**src/rtl/riscv_pipe_pkg.sv**
```systemverilog
// Shared pipeline definitions: data width, fetch FSM states and the decode bubble word.
package riscv_pipe_pkg;

    localparam int XLEN = 32;

    // addi x0, x0, 0 -- inserted by decode when the IF/ID queue is empty
    localparam logic [31:0] NOP_INSTR = 32'h00000013;

    typedef enum logic [1:0] {
        IDLE = 2'd0,
        WAIT = 2'd1,
        DROP = 2'd2
    } fetch_state_t;

endpackage

```
**src/rtl/ifetch_unit_if.sv**
```systemverilog
// Signal bundle between the fetch unit, the PC update stage, instruction memory and decode.
interface ifetch_unit_if #(
    parameter int XLEN = 32
) ();

    // Handshakes: a memory read transfers when imem_req && imem_gnt in the same cycle
    // (imem_req never waits on imem_gnt); one imem_rvalid returns each transferred read
    // at least one cycle later. The queue head transfers to decode when if_valid && id_ready.
    logic [XLEN-1:0] pc_in;
    logic            redirect;
    logic            pc_stall;
    logic            imem_req;
    logic [XLEN-1:0] imem_addr;
    logic            imem_gnt;
    logic            imem_rvalid;
    logic [XLEN-1:0] imem_rdata;
    logic            if_valid;
    logic [XLEN-1:0] if_pc;
    logic [XLEN-1:0] if_instr;
    logic            id_ready;

    modport master (
        input  pc_in, redirect, imem_gnt, imem_rvalid, imem_rdata, id_ready,
        output pc_stall, imem_req, imem_addr, if_valid, if_pc, if_instr
    );

    modport slave (
        output pc_in, redirect, imem_gnt, imem_rvalid, imem_rdata, id_ready,
        input  pc_stall, imem_req, imem_addr, if_valid, if_pc, if_instr
    );

endinterface

```
**src/rtl/ifetch_fifo.sv**
```systemverilog
// DEPTH-entry {pc, instr} queue with synchronous flush; head is read straight from storage.
module ifetch_fifo #(
    parameter  int XLEN  = 32,
    parameter  int DEPTH = 2,
    localparam int AW    = $clog2(DEPTH),
    localparam int CW    = AW + 1
) (
    input  logic            clk,
    input  logic            reset,
    input  logic            flush,
    input  logic            push,
    input  logic [XLEN-1:0] push_pc,
    input  logic [XLEN-1:0] push_instr,
    input  logic            pop,
    output logic [CW-1:0]   count,
    output logic [XLEN-1:0] head_pc,
    output logic [XLEN-1:0] head_instr
);

    logic [XLEN-1:0] pc_mem    [DEPTH];
    logic [XLEN-1:0] instr_mem [DEPTH];
    logic [AW-1:0]   wr_ptr;
    logic [AW-1:0]   rd_ptr;

    always_ff @(posedge clk or posedge reset) begin
        if (reset) begin
            count  <= '0;
            wr_ptr <= '0;
            rd_ptr <= '0;
            for (int i = 0; i < DEPTH; i++) begin
                pc_mem[i]    <= '0;
                instr_mem[i] <= '0;
            end
        end else if (flush) begin
            // a flush wins over any push or pop in the same cycle
            count  <= '0;
            wr_ptr <= '0;
            rd_ptr <= '0;
        end else begin
            if (push) begin
                pc_mem[wr_ptr]    <= push_pc;
                instr_mem[wr_ptr] <= push_instr;
                wr_ptr            <= wr_ptr + AW'(1);
            end
            if (pop) begin
                rd_ptr <= rd_ptr + AW'(1);
            end
            case ({push, pop})
                2'b10:   count <= count + CW'(1);
                2'b01:   count <= count - CW'(1);
                default: count <= count;
            endcase
        end
    end

    assign head_pc    = pc_mem[rd_ptr];
    assign head_instr = instr_mem[rd_ptr];

endmodule

```
**src/rtl/ifetch_unit.sv**
```systemverilog
// Instruction fetch: issues one outstanding memory read at a time and queues results for decode.
module ifetch_unit #(
    parameter  int XLEN  = riscv_pipe_pkg::XLEN,
    parameter  int DEPTH = 2,
    localparam int CW    = $clog2(DEPTH) + 1
) (
    input  logic                         clk,
    input  logic                         reset,
    ifetch_unit_if.master                bus,
    output riscv_pipe_pkg::fetch_state_t dbg_state,
    output logic [CW-1:0]                dbg_count,
    output logic [XLEN-1:0]              dbg_req_pc
);

    import riscv_pipe_pkg::*;

    fetch_state_t    state;
    fetch_state_t    state_nxt;
    logic [XLEN-1:0] req_pc;
    logic [CW-1:0]   count;
    logic [CW:0]     credit;
    logic            issue_ok;
    logic            fire;
    logic            push;
    logic            pop;

    // A kept response arriving this cycle already owns a queue slot; pops are not credited.
    assign credit   = {1'b0, count} + (CW + 1)'(state == WAIT && bus.imem_rvalid);
    assign issue_ok = !bus.redirect && (credit < (CW + 1)'(DEPTH))
                      && (state == IDLE || bus.imem_rvalid);

    assign bus.imem_req  = issue_ok && !reset;
    assign bus.imem_addr = bus.pc_in;
    assign fire          = bus.imem_req && bus.imem_gnt;
    assign bus.pc_stall  = !fire;

    assign push        = (state == WAIT) && bus.imem_rvalid && !bus.redirect;
    assign bus.if_valid = (count != '0);
    assign pop         = bus.if_valid && bus.id_ready;

    always_ff @(posedge clk or posedge reset) begin
        if (reset) begin
            state  <= IDLE;
            req_pc <= '0;
        end else begin
            state <= state_nxt;
            if (fire) begin
                req_pc <= bus.pc_in;
            end
        end
    end

    always_comb begin
        state_nxt = state;
        unique case (state)
            IDLE: begin
                if (fire) state_nxt = WAIT;
            end
            default: begin
                // fire never coincides with redirect, so redirect+rvalid lands in IDLE
                if (bus.imem_rvalid)   state_nxt = fire ? WAIT : IDLE;
                else if (bus.redirect) state_nxt = DROP;
            end
        endcase
    end

    ifetch_fifo #(
        .XLEN  (XLEN),
        .DEPTH (DEPTH)
    ) u_fifo (
        .clk        (clk),
        .reset      (reset),
        .flush      (bus.redirect),
        .push       (push),
        .push_pc    (req_pc),
        .push_instr (bus.imem_rdata),
        .pop        (pop),
        .count      (count),
        .head_pc    (bus.if_pc),
        .head_instr (bus.if_instr)
    );

    assign dbg_state  = state;
    assign dbg_count  = count;
    assign dbg_req_pc = req_pc;

endmodule

```
**src/flat_wrapper.sv**
```systemverilog
// flat-port wrapper written by rule: the top's interface ports become plain ports
module ifetch_unit_flat import riscv_pipe_pkg::*;
#(
    parameter  int XLEN  = riscv_pipe_pkg::XLEN,
    parameter  int DEPTH = 2,
    localparam int CW    = $clog2(DEPTH) + 1
)
  (clk, reset, dbg_state, dbg_count, dbg_req_pc, bus_pc_in, bus_redirect, bus_imem_gnt, bus_imem_rvalid, bus_imem_rdata, bus_id_ready, bus_pc_stall, bus_imem_req, bus_imem_addr, bus_if_valid, bus_if_pc, bus_if_instr);
  ifetch_unit_if #(.XLEN(XLEN)) bus_i ();
  input  logic clk;
  input  logic reset;
  output riscv_pipe_pkg::fetch_state_t dbg_state;
  output logic [CW-1:0] dbg_count;
  output logic [XLEN-1:0] dbg_req_pc;
  input wire logic [$bits(bus_i.pc_in)-1:0] bus_pc_in;
  input wire logic [$bits(bus_i.redirect)-1:0] bus_redirect;
  input wire logic [$bits(bus_i.imem_gnt)-1:0] bus_imem_gnt;
  input wire logic [$bits(bus_i.imem_rvalid)-1:0] bus_imem_rvalid;
  input wire logic [$bits(bus_i.imem_rdata)-1:0] bus_imem_rdata;
  input wire logic [$bits(bus_i.id_ready)-1:0] bus_id_ready;
  output wire logic [$bits(bus_i.pc_stall)-1:0] bus_pc_stall;
  output wire logic [$bits(bus_i.imem_req)-1:0] bus_imem_req;
  output wire logic [$bits(bus_i.imem_addr)-1:0] bus_imem_addr;
  output wire logic [$bits(bus_i.if_valid)-1:0] bus_if_valid;
  output wire logic [$bits(bus_i.if_pc)-1:0] bus_if_pc;
  output wire logic [$bits(bus_i.if_instr)-1:0] bus_if_instr;
  assign bus_i.pc_in = bus_pc_in;
  assign bus_i.redirect = bus_redirect;
  assign bus_i.imem_gnt = bus_imem_gnt;
  assign bus_i.imem_rvalid = bus_imem_rvalid;
  assign bus_i.imem_rdata = bus_imem_rdata;
  assign bus_i.id_ready = bus_id_ready;
  assign bus_pc_stall = bus_i.pc_stall;
  assign bus_imem_req = bus_i.imem_req;
  assign bus_imem_addr = bus_i.imem_addr;
  assign bus_if_valid = bus_i.if_valid;
  assign bus_if_pc = bus_i.if_pc;
  assign bus_if_instr = bus_i.if_instr;
  ifetch_unit #(.XLEN(XLEN), .DEPTH(DEPTH)) u_core (.clk(clk), .reset(reset), .bus(bus_i), .dbg_state(dbg_state), .dbg_count(dbg_count), .dbg_req_pc(dbg_req_pc));
endmodule
```
**config.mk**
```make
export PLATFORM = sky130hd
export DESIGN_NAME = ifetch_unit_flat
export DESIGN_NICKNAME = d
export VERILOG_FILES = /design/src/rtl/riscv_pipe_pkg.sv /design/src/rtl/ifetch_unit_if.sv /design/src/rtl/ifetch_fifo.sv /design/src/rtl/ifetch_unit.sv /design/src/flat_wrapper.sv
export SDC_FILE = /design/constraint.sdc
export NUM_CORES = 1
export LEC_CHECK = 0
export CAP_MARGIN = 20
export CORE_ASPECT_RATIO = 1.25
export CORE_MARGIN = 2
export CORE_UTILIZATION = 52
export DETAILED_ROUTE_END_ITERATION = 16
export PLACE_DENSITY_LB_ADDON = 0.1
export SYNTH_ARGS = -nofsm -noshare
export SYNTH_HDL_FRONTEND = slang
export SYNTH_SLANG_ARGS = --single-unit
export TNS_END_PERCENT = 5
```
**constraint.sdc**
```tcl
create_clock -name clk -period 9.3 [get_ports clk]
set_input_delay 1.86 -clock clk [delete_from_list [all_inputs] [get_ports clk]]
set_output_delay 1.86 -clock clk [all_outputs]
set_load 0.05 [all_outputs]
```
[Word-level counts from Yosys, hierarchy flattened]
Index checks and enable logic that the tools add are counted.
Widths: inputs -> output; s select.
Storage, ports and cells
  register bits after elaboration: 166
  input port bits: 70
  output and inout port bits: 135
  word-level logic and storage cells: 66
Operators by class
  add/sub/neg operators: 5
  order comparisons: 4
  equal/unequal tests: 4
  multiplexer cells: 21
  bitwise logic cells: 3
  reduce and logical (&&, ||, !) cells: 20
Operator list (number)
  $mux 32: 7
  $bwmux 64: 2
  $demux 32 s1: 1
  $mux 2: 5
  $logic_and 1x1->1: 8
  $reduce_bool 2->1: 3
  $reduce_bool 3->1: 2
  $mux 1: 5
  $eq 2x1->1 const B: 2
  $ge 2x2->1 const B: 2
  $not 1->2: 2
  $pmux 2 s2: 1
  $reduce_and 2->1: 2
  $add 2x1->3: 1
  $logic_not 1->1: 3
  $lt 3x2->1 const B: 1
  $add 1x1->1 const B: 2
  $add 2x1->2 const B: 1
  $eq 2x2->1 const B: 1
  $logic_not 2->1: 1
  $lt 2x1->1 const B: 1
  $ne 2x1->1 const B: 1
  $sub 2x1->2 const B: 1
  $logic_or 1x1->1: 1
  $not 1->1: 1

[Longest topological paths before layout]
Gate-level depths: netlist of the first run.
  depth in word-level cells: 11
  mapped depth: 6

[By module]
A second synthesis of the first run with hierarchy kept.
Second synthesis, totals
  cell total of the unflattened synthesis: 477
  area, all modules: 7641.1 um^2
Modules (own cells, without submodules)
  ifetch_fifo: instances 1, cells an instance 360, area an instance 6037.0 um^2
  ifetch_unit: instances 1, cells an instance 117, area an instance 1604.0 um^2

[Worst setup path before layout of the first run]
OpenSTA, ideal clock, no wires.
  path type: input to output
  start point: input port bus_redirect
  end point: output port bus_imem_req
  arrival time: 3.000 ns
  data required time: 7.440 ns
  setup slack: 4.440 ns
  stages on the path: 3
  path buffers: 0
  cell sequence: nor3_1 -> o21ai_0 -> a21oi_1
On the way
  word-level cells in the longest chain between the ends: 4
Ends and longest elaborated chain
  start, declared: RTL line flat_wrapper.sv:16  | input wire logic [$bits(bus_i.redirect)-1:0] bus_redirect;
  $logic_not 1->1: RTL line ifetch_unit.sv:29  | assign issue_ok = !bus.redirect && (credit < (CW + 1)'(DEPTH))
  $logic_and 1x1->1: RTL line ifetch_unit.sv:29
  $logic_and 1x1->1: RTL line ifetch_unit.sv:30  | && (state == IDLE || bus.imem_rvalid);
  $logic_and 1x1->1: RTL line ifetch_unit.sv:32  | assign bus.imem_req = issue_ok && !reset;
  end, declared: RTL line flat_wrapper.sv:22  | output wire logic [$bits(bus_i.imem_req)-1:0] bus_imem_req;
No other way between the ends.

[Worst setup path after layout of the first run]
Same ends and word-level chain as after synthesis.

==> results of run 1 <==
worst min path at each step:
| stage | start | to | slack [ns] | cells after the start |
|---|---|---|---|---|
| detailed placement | u_core.u_fifo.instr_mem[52] | u_core.u_fifo.instr_mem[52] | 0.47 | 1 |
| global route | u_core.u_fifo.instr_mem[54] | u_core.u_fifo.instr_mem[54] | 0.52 | 1 |
| CTS | u_core.u_fifo.instr_mem[52] | u_core.u_fifo.instr_mem[52] | 0.49 | 1 |
| finish | u_core.u_fifo.instr_mem[52] | u_core.u_fifo.instr_mem[52] | 0.49 | 1 |
| floorplan | u_core.u_fifo.instr_mem[43] | u_core.u_fifo.instr_mem[43] | 0.45 | 1 |
| global placement | u_core.u_fifo.pc_mem[62] | u_core.u_fifo.pc_mem[62] | 0.46 | 1 |
sequential cells by signal, summed over array words and instances, names as in the netlist:
| name | cells |
|---|---|
| u_core.u_fifo.rd_ptr | 1 |
| u_core.u_fifo.instr_mem | 64 |
| u_core.u_fifo.count | 2 |
| u_core.u_fifo.pc_mem | 64 |
| u_core.dbg_req_pc | 32 |
| u_core.u_fifo.wr_ptr | 1 |
| u_core.dbg_state | 2 |
per-stage QoR:
step	std cells	power (µW)
4_1_cts	843	2937
2_1_floorplan	479	1741
3_5_place_dp	811	2108
3_3_place_gp	811	2082
6_report	843	2906
5_1_grt	843	3022
per-layer routing:
metal / GRT usage [%] / part of all wire, % / vias to the layer above
met5: 0 / 0 / -
met1: 26.54 / 41 / 2306
met4: 5.777 / 1.1 / 0
li1: - / - / 2011
met2: 36.01 / 52 / 135
met3: 7.080 / 6.1 / 14
final cells by class:
cell class / instances / area (µm²)
multi-input cells: 254 / 2977
clock inverters: 11 / 217.7
well taps: 178 / 222.7
flip-flops and latches: 166 / 4155
inverters: 3 / 16.27
fillers: 1006 / 4190
repair buffers: 210 / 2087
clock buffers: 21 / 480.5
report_power, final:
group	total (µW)	switching (µW)	internal (µW)
clock network	815	282	533
registers	968	94.6	874
logic	1120	673	450
kinds of logic (layout without fill, tap and decap cells):
family	Yosys count	in the layout	share of synthesized area, %
simple gates	18	18	1.683
buf+inv	59	245	6.137
flops	166	166	54.77
xor+xnor	2	2	0.2310
compound gates	10	10	0.9567
mux	224	224	36.23
layout by cell type, fill, tap and decap left out, types with 2 or more instances in the layout:
master,instances
clkdlybuf4s50_1,204
dfrtp_1,165
mux2_2,156
mux2_4,60
clkbuf_16,17
mux2_1,8
bufinv_16,6
buf_4,6
nor2_1,5
clkbuf_8,4
a21oi_1,3
o21ai_0,3
nand2b_1,2
nand3b_1,2
nor3_1,2
inv_1,2
inv_6,2
clkinvlp_4,2
worst max-delay path: cells and delay by family:
kind / cells / cell delay (ns)
AOI/OAI and AO/OA: 2 / 0.32
buffers and inverters: 2 / 1.36
and+or+nand+nor: 1 / 0.42
==> metrics.yaml, run 1 <==
wire_per_inst_um: 18.92
cp_slowest_stage_delay_ns: 0.82
whs_ns: 0.4867
rsz0062_at_grt: "no"
critPathCapture: "bus_imem_req"
drt_iter0_drc: 126
dieArea_um2: 15570
place_area_um2: 9458
status: "finished, final reports clean"
synth_nets: 549
synth_edf_count: 0
fin_worst_skew_ns: 0.009252
crit-reg2reg-launch: "u_core.dbg_state[1]"
ys_seq_area_share_pct: 54.77
antenna_left: 0
antenna_found_initial: 0
tightest_slew_ns: 0.9420
grt_pass1_vias: 4994
clk_path_buf_depth: 2
finalSetupTns_ns: 0
r2r-end: "u_core.u_fifo.pc_mem[29]"
drv_cap: 0
htree_levels: 4
grt_use_total_pct: 21.36
yosysTopAreaCell: "dfrtp_1"
final.setup.worst_slack_ns: 3.472
root_buffer: "clkbuf_16"
fin_area_um2: 10160
gp_congestion: 0.7628
core_area_um2: 14350
cp-start-kind: "primary input"
start_util_pct: 52.87
dp_hpwl_um: 10450
synth_top_area_share_pct: 54.77
grt_pass1_wl_um: 26310
path_common_cell: "clkdlybuf4s50_1"
async_reset_ff_share_pct: 100.0
finalSetupViolCount: 0
startpoint: "bus_redirect"
vias: 4466
cts_sinks: 166
drive_gt1_share_pct: 39.40
yosysUniqueCellTypes: 29
via_per_inst: 5.298
leakage_uw: 0.004626
required_ns: 7.44
max_freq_mhz: 171.6
netlist_area_um2: 7585
pin_count: 205
cts_setup_buffers: 0
path_cells: "clkdlybuf4s50_1 > nor3_1 > o21ai_0 > a21oi_1 > clkdlybuf4s50_1"
synth_warnings: 0
drt_first_pass_iters: 4
synth_seq_cells: 166
die_h_um: 139.0
end_kind: "output pin"
port_buffers: 204
netlist_top_cells_area: "dfrtp_1, mux2_2, mux2_4"
yosysMostFrequentCell: "dfrtp_1"
grt-ovfl-total: 0
crit_arrival_ns: 3.97
powerDensity_nw_per_um2: 286.2
peakVddDrop_v: 0.0001789
reg2reg_slack_ns: 6.87
rows: 49
hp-class: "register to register"
nNetsFinal: 722
synth_common_cells: "dfrtp_1, mux2_2, mux2_4"
grt_max_degree: 92
cts_tree: "done"
postSynthCellCount: 479
remaining_drc_errors: 0
post-place-ws_ns: 3.503
clk_pin_slew_ns: 0.06
clk-insertion-delay-late_ns: 0.42
slowest_stage: "clkdlybuf4s50_1"
path_class: "primary input to output pin"
die_x_um: 112.0
hold_buffers: 0
numCtsBuffers: 17
fin_crit_sh_pct: 62.66
avgSynthCellArea_um2: 15.83
post-route-util_pct: 70.79
wl_um: 15950
ctsResizeCount: 0
reg2reg_depth: 4
hold_viol: 0
maxSlewViolCount: 0
relSlewSlack_pct: 37.20
areaGrowthSynthToFinish_pct: 33.90
fin_crit_ns: 5.828
synthFlopType: "dfrtp_1"
diodes: 0
critPathMaxFanout: 7
(Power assumes the default switching activity.)
==> inputs of run 2 (changes only) <==
--- a/config.mk
+++ b/config.mk
@@ -8,7 +8,7 @@
 export CAP_MARGIN = 20
 export CORE_ASPECT_RATIO = 1.25
 export CORE_MARGIN = 2
-export CORE_UTILIZATION = 52
+export CORE_UTILIZATION = 49
 export DETAILED_ROUTE_END_ITERATION = 16
 export PLACE_DENSITY_LB_ADDON = 0.1
 export SYNTH_ARGS = -nofsm -noshare
==> constraint.sdc (replaced) <==
create_clock -name clk -period 5.8 [get_ports clk]
set_input_delay 1.16 -clock clk [delete_from_list [all_inputs] [get_ports clk]]
set_output_delay 1.16 -clock clk [all_outputs]
set_load 0.05 [all_outputs]
==> metrics.yaml, run 2 (synthesis results as in run 1) <==
status: "finished, final reports clean"
wire_per_inst_um: 18.66  # -1.4%
clk-insertion-delay-late_ns: 0.42  # about the same
min-delay-start: "u_core.u_fifo.instr_mem[52]"
hold_buffers: 0  # unchanged
peakVddDrop_v: 0.0002604  # +46%
worst-path-buf-inv: 2  # unchanged
cp_slowest_stage_delay_ns: 0.85  # +0.03 ns
nNetsFinal: 723  # +0.14%
grt_pass1_vias: 4967  # -0.54%
die_x_um: 115.3  # +2.9%
diodes: 0  # unchanged
hold_path_end: "u_core.u_fifo.instr_mem[52]"
crit-reg2reg-launch: "u_core.dbg_state[1]"
vias: 4456  # -0.22%
multi_input_area_um2: 2977  # unchanged
grt_max_degree: 76  # -17%
area.sequential_um2: 4155  # unchanged
reg2reg_slack_ns: 3.42  # -3.45 ns
drv_cap: 0  # unchanged
maxSlewViolCount: 0  # unchanged
port_buffers: 204  # unchanged
fin_worst_skew_ns: 0.007399  # -0.001853 ns
hp-class: "register to register"
numCtsBuffers: 17  # unchanged
critPathMaxFanout: 7  # unchanged
pin_count: 205  # unchanged
fin_crit_ns: 4.480
required_ns: 4.64  # -2.80 ns
path_cells: "clkdlybuf4s50_1 > nor3_1 > o21ai_0 > a21oi_1 > clkdlybuf4s50_1"
whs_ns: 0.4828  # -0.003938 ns
final_cell_mix: "clkdlybuf4s50_1, dfrtp_1, mux2_2, mux2_4, clkbuf_16"
relSlewSlack_pct: 33.78  # -3.4 points
clk_pin_slew_ns: 0.06  # about the same
place_area_um2: 9503  # +0.48%
tightest_slew_ns: 0.9932  # +0.05119 ns
end_kind: "output pin"
cts_sinks: 166  # unchanged
drive_gt1_share_pct: 39.06  # -0.33 points
cp-start-kind: "primary input"
crit_arrival_ns: 3.32  # -0.65 ns
max_freq_mhz: 223.2
clk_path_buf_depth: 2  # unchanged
slowest_stage: "clkdlybuf4s50_1"
finalSetupTns_ns: 0  # unchanged
rsz0062_at_grt: "no"
path_class: "primary input to output pin"
final_common_cell: "clkdlybuf4s50_1"
leakage_uw: 0.004565  # -1.3%
nFillCells: 1133  # +13%
rows: 50  # +2.0%
dieArea_um2: 16500  # +5.9%
fin_crit_sh_pct: 77.24
antenna_left: 0  # unchanged
via_per_inst: 5.116  # -3.4%
drt_first_pass_iters: 4  # unchanged
htree_levels: 4  # unchanged
hold_viol: 0  # unchanged
remaining_drc_errors: 0  # unchanged
antenna_found_initial: 0  # unchanged
cts_setup_buffers: 0  # unchanged
hold_path_depth: 1  # unchanged
root_buffer: "clkbuf_16"
finalSetupViolCount: 0  # unchanged
wl_um: 16250  # +1.9%
die_h_um: 143.1  # +2.9%
dp_hpwl_um: 10770  # +3.1%
grt_pass1_wl_um: 26080  # -0.89%
fin_area_um2: 10060  # -0.95%
start_util_pct: 50.31  # -2.6 points
path_delay_family: "buffers and inverters"
total_power_uw: 4419  # +52%
cts_tree: "done"
powerDensity_nw_per_um2: 439.2  # +53%
ctsResizeCount: 0  # unchanged
grt-ovfl-total: 0  # unchanged
r2r-end: "u_core.u_fifo.instr_mem[24]"
path_common_cell: "clkdlybuf4s50_1"
gp_congestion: 0.7340  # -3.8%
drt_iter0_drc: 200  # +59%
reg2reg_depth: 4  # unchanged
core_area_um2: 15080  # +5.1%
areaGrowthSynthToFinish_pct: 32.63
grt_use_total_pct: 20.39  # -0.96 points
-- run 2: cell types whose count changed in the layout (fill, tap and decap cells not counted) --
cell,delta
buf_4,+1
clkinv_2,+1
clkbuf_1,+1
bufinv_16,-5
-- run 2: area by class of cell --
cell class              instances  area share [%]
clock inverters                 7          0.7214
multi-input cells             254           29.59
clock buffers                  22           4.813
repair buffers                211           20.82
inverters                       3          0.1617
well taps                     208           2.587
flip-flops and latches        166           41.31
-- run 2: stage by stage --
step,setup WS [ns],cells,utilization [%]
after global placement,1.390,842,63.03
after global routing,1.248,871,66.72
after detailed placement,1.326,842,63.03
final,1.320,871,66.72
after floorplan,0.1500,479,-
after CTS,1.325,871,66.72
-- run 2: layer usage --
layer	global-route usage (%)	vias up	wire [µm]
met5	0	-	0
met4	6.848	0	209
met3	5.900	15	934
met2	35.45	130	8643
met1	24.11	2304	6466
li1	-	2007	-
-- run 2: worst register-to-register path, stage by stage (launching register included) --
cell and delay [ns]:
dfrtp_1 0.43, nand2b_1 0.20, or3_4 0.57, buf_4 0.69, mux2_4 0.38
-- run 2: worst max-delay path by stage --
| stage | cells past startpoint | startpoint | to |
|---|---|---|---|
| global placement | 5 | bus_redirect | bus_imem_req |
| global route | 5 | bus_redirect | bus_imem_req |
| detailed placement | 5 | bus_redirect | bus_imem_req |
| floorplan | 1 | reset | u_core.dbg_req_pc[0] |
| finish | 5 | bus_redirect | bus_imem_req |
| CTS | 5 | bus_redirect | bus_imem_req |
-- run 2: report_power, final --
| part | total [µW] | internal, µW | switching [µW] |
|---|---|---|---|
| Combinational | 1800 | 722 | 1080 |
| Sequential | 1550 | 1400 | 150 |
| Clock | 1070 | 630 | 438 |
